**config.mk**
```make
export PLATFORM = sky130hd
export DESIGN_NAME = universal_counter_n
export DESIGN_NICKNAME = d
export VERILOG_FILES = /design/src/rtl/universal_counter_n.sv
export SDC_FILE = /design/constraint.sdc
export NUM_CORES = 1
export LEC_CHECK = 0
export CAP_MARGIN = 5
export CORE_MARGIN = 4
export CORE_UTILIZATION = 44
export CTS_CLUSTER_SIZE = 28
export DETAILED_ROUTE_END_ITERATION = 7
export PLACE_DENSITY_LB_ADDON = 0.05
export SLEW_MARGIN = 20
export SYNTH_ARGS = -nofsm -noshare
export SYNTH_HDL_FRONTEND = slang
export SYNTH_SLANG_ARGS = --single-unit
export TNS_END_PERCENT = 5
```
**constraint.sdc**
```tcl
create_clock -name clk -period 2.45 [get_ports clk]
set_clock_uncertainty 0.05 [all_clocks]
set_input_delay 0.245 -clock clk [delete_from_list [all_inputs] [get_ports clk]]
set_output_delay 0.245 -clock clk [all_outputs]
set_load 0.02 [all_outputs]
```
**src/rtl/universal_counter_n.sv**
```systemverilog
// Parametrised up/down counter with programmable modulus, clamped parallel load,
// wrap or saturate at the range ends, cascade enable chain and a registered compare match.
module universal_counter_n #(
    parameter int WIDTH    = 8,
    parameter int MODULUS  = 256,
    parameter bit SATURATE = 1'b0
) (
    input  logic             clk,
    input  logic             clear,
    input  logic             sync_clr,
    input  logic             load,
    input  logic [WIDTH-1:0] din,
    input  logic             count,
    input  logic             up_dn,
    input  logic             cas_in,
    input  logic [WIDTH-1:0] cmp_val,
    output logic [WIDTH-1:0] q,
    output logic             tc,
    output logic             wrap,
    output logic             cmp_match
);

    localparam logic [WIDTH-1:0] MAX = WIDTH'(MODULUS - 1);

    logic             step;
    logic             at_max;
    logic             at_zero;
    logic             at_end;
    logic [WIDTH-1:0] step_q;
    logic [WIDTH-1:0] next_q;
    logic             next_wrap;

    assign step    = count & cas_in;
    assign at_max  = (q == MAX);
    assign at_zero = (q == '0);
    assign at_end  = up_dn ? at_max : at_zero;
    assign tc      = step & at_end;

    // Range-end behaviour stays inside 0..MAX, so modulus is honoured even when MODULUS < 2**WIDTH.
    always_comb begin
        step_q = q;
        if (up_dn) begin
            if (at_max)
                step_q = SATURATE ? MAX : '0;
            else
                step_q = q + WIDTH'(1);
        end else begin
            if (at_zero)
                step_q = SATURATE ? '0 : MAX;
            else
                step_q = q - WIDTH'(1);
        end
    end

    always_comb begin
        next_q    = q;
        next_wrap = 1'b0;
        if (sync_clr) begin
            next_q = '0;
        end else if (load) begin
            next_q = (din > MAX) ? MAX : din;
        end else if (step) begin
            next_q    = step_q;
            next_wrap = at_end;
        end
    end

    // cmp_match compares the value q is about to take, so it lines up with q itself.
    always_ff @(posedge clk or posedge clear) begin
        if (clear) begin
            q         <= '0;
            wrap      <= 1'b0;
            cmp_match <= 1'b0;
        end else begin
            q         <= next_q;
            wrap      <= next_wrap;
            cmp_match <= (next_q == cmp_val);
        end
    end

endmodule

```
==> qor.txt <==
status = complete, but fails checks
failing checks = negative setup slack
Routed WL = 4.63 mm
DP Wirelength = 3.65 mm
filler-free cell count of the finished design = 266
First DRT Iteration DRCs = 104
ANT nets after route = 0
Worst Path Arrival = 2.67 ns
CP Cell Sequence = or4_4 -> o31a_1 -> buf_4 -> buf_4 -> nand2b_1 -> a22oi_1 -> nand3_1 -> o2111ai_2 -> a2111oi_2
first-pass GRT wire length = 7.74 mm
number of inserted diodes = 0
Slew Limit Fails = 0
Site Rows = 19
I/O pins = 34
gpl congestion = 0.997
Die X = 62.3 um
worst skew pair latency = 0.27 ns
Inserted Clock Buffers = 3
Layout area overhead = 49.0%
Final Setup Violations = 2
switching share of power = 37.5%
TritonCTS clock tree = built
Layout Nets = 262
fraction of layout cells with a size suffix above 1 = 22.1%
endpoint class of the critical path = flop
Internal Pwr Total = 435 uW
Buf+Inv Stages, Crit Path = 2
Max Cap Viol = 0
EDFF count, synth = 0
Residual DRC = 0
dpl cells = 261
Fin. Hold Viols = 0
Max stage delay on crit path = 0.56 ns
Lkg Pwr = 0.000760 uW
clock share of power = 22.3%
Most used DFF post-synth = dfrtp_1
Clock Sinks = 10
power density over cell area = 360 mW/mm2
Most common cell on crit path = buf_4
sequential power share = 26.8%
Pre-antenna DRT Iters = 7
P_sw = 261 uW
Via-to-Cell Ratio = 6.46
Yosys reg bits = 10
Yosys cell types = 47
vias in the first global route = 1629
worst vdd ir = 428 uV
YS warnings = 0
Total GRT Usage = 23.9%
Logic pwr share = 50.9%
die height = 62.3 um
port buffer count = 33
Die ar. = 0.00389 mm2
pre-CTS WS = -0.149 ns
Finished Core Util = 69.6%
drt wl/cell = 17.4 um
Synth Instances = 180
RSZ-0062 raised after global routing = yes
Root Buffer = clkbuf_4
Slowest-stage cell, CP = or4_4
GRT Residual Overflow = 0
CP delay by family, top = compound AO/OA/AOI/OAI gates
core area = 0.00278 mm2
nature of the critical path startpoint = flop
final setup margin = -0.118 ns
commonest cells after routing, fill and taps aside = clkdlybuf4s50_1 (32), buf_4 (32), nand2_1 (15), inv_1 (12), nor3_1 (11)
maximum clock frequency = 0.389 GHz
vias = 1719
fraction of registers with async set/reset = 100%
clk buf depth = 2
crit-path max FO = 4
average instance area after synthesis = 7.22 um2
HP Class = in -> async
register area share after synthesis = 19.3%
final worst-path cycle share = 105%
WP data required = 2.55 ns
syn_nets = 206
initial antenna violation count = 0
clk slew on worst S/H paths = 0.08 ns
Rel. slew slack = 66.0%
Cell Area, Synth = 0.00130 mm2
WS Path Type = reg -> reg
slew at the pin closest to its max-slew limit = 0.506 ns
Period minus WS final = 2.57 ns
largest net degree at the start of global routing = 18
H-tree depth = 1
Initial Utilization = 46.7%
worst hold margin = 0.209 ns
registers in the layout, summed over array words and instances (netlist names):
name / count
cmp_match: 1
q: 8
wrap: 1
cells by family (layout without fill, tap and decap cells):
family                     count (synthesis)  after routing  share of synthesized area [%]
and+or+nand+nor                           76             76                           30.8
AOI/OAI and AO/OA                         55             55                           31.4
buffers and inverters                     26             81                           8.38
DFF                                       10             10                           19.3
xor gates and xnor gates                   5              5                           3.37
muxes                                      5              5                           3.85
adders and majority gates                  3              3                           2.89
cell type report:
cell class | instances | area [um2]
repair buffers | 65 | 572
flip-flops and latches | 10 | 254
fillers | 236 | 846
multi-input cells | 144 | 990
inverters | 12 | 45.0
well taps | 31 | 38.8
clock buffers | 4 | 36.3
final timing paths:
| check | start | endpoint | slack, ns | cells after the start |
|---|---|---|---|---|
| max in group asynchronous | clear | q[3]$_DFF_PP0_ | 1.81 | 2 |
| min in group clk | din[7] | q[7]$_DFF_PP0_ | 0.57 | 3 |
| worst max register to register | q[3]$_DFF_PP0_ | cmp_match$_DFF_PP0_ | -0.12 | 9 |
| worst min-delay path | clear | q[2]$_DFF_PP0_ | 0.21 | 2 |
| worst max-delay path | q[3]$_DFF_PP0_ | cmp_match$_DFF_PP0_ | -0.12 | 9 |
| worst min register to register | q[1]$_DFF_PP0_ | q[1]$_DFF_PP0_ | 0.64 | 2 |
power by group through the flow:
stage          logic, uW  registers [uW]  clock network [uW]
2_1_floorplan        168             203                   0
3_3_place_gp         326             189                   0
3_5_place_dp         332             189                   0
4_1_cts              339             186                 159
5_1_grt              382             188                 169
6_report             354             187                 155
routing by layer:
layer	wire, um	vias up	track usage, %
met5	0	-	0
met4	169	0	5.57
met3	451	30	5.41
met2	2180	109	39.1
met1	1820	790	31.9
li1	-	790	-
per-stage QoR:
stage	instance area [um2]	TNS (ns)	total power, uW
5_1_grt	1940	-0.356	739
3_3_place_gp	1850	-0.205	514
4_1_cts	1900	-0.182	684
3_5_place_dp	1850	-0.296	521
6_report	1940	-0.177	696
2_1_floorplan	1310	-0.0718	371
cell usage after synthesis (4+ instances only):
cell | count | share of area (%)
nor2b_1 | 9 | 4.3
a21oi_1 | 8 | 3.1
nor2_1 | 10 | 2.9
a211oi_1 | 4 | 2.3
o21ai_0 | 4 | 1.5
clkbuf_1 | 8 | 2.3
o22ai_1 | 6 | 2.9
nor3_1 | 11 | 4.2
a22oi_1 | 5 | 2.9
mux2i_1 | 5 | 3.9
nand3_1 | 6 | 2.3
nor4_1 | 6 | 2.9
inv_1 | 12 | 3.5
a31oi_1 | 4 | 1.9
dfrtp_1 | 10 | 19
nor3b_1 | 4 | 2.3
nand2_1 | 15 | 4.3
timing repair:
item | CTS | global route
pin swaps | 2 | 2
hold buffers | 0 | 0
buffers inserted | 1 | 0
endpoints found under the setup margin | 2 | 3
resized for setup | 6 | 5
Note: power is estimated with default switching activity, not from simulation.
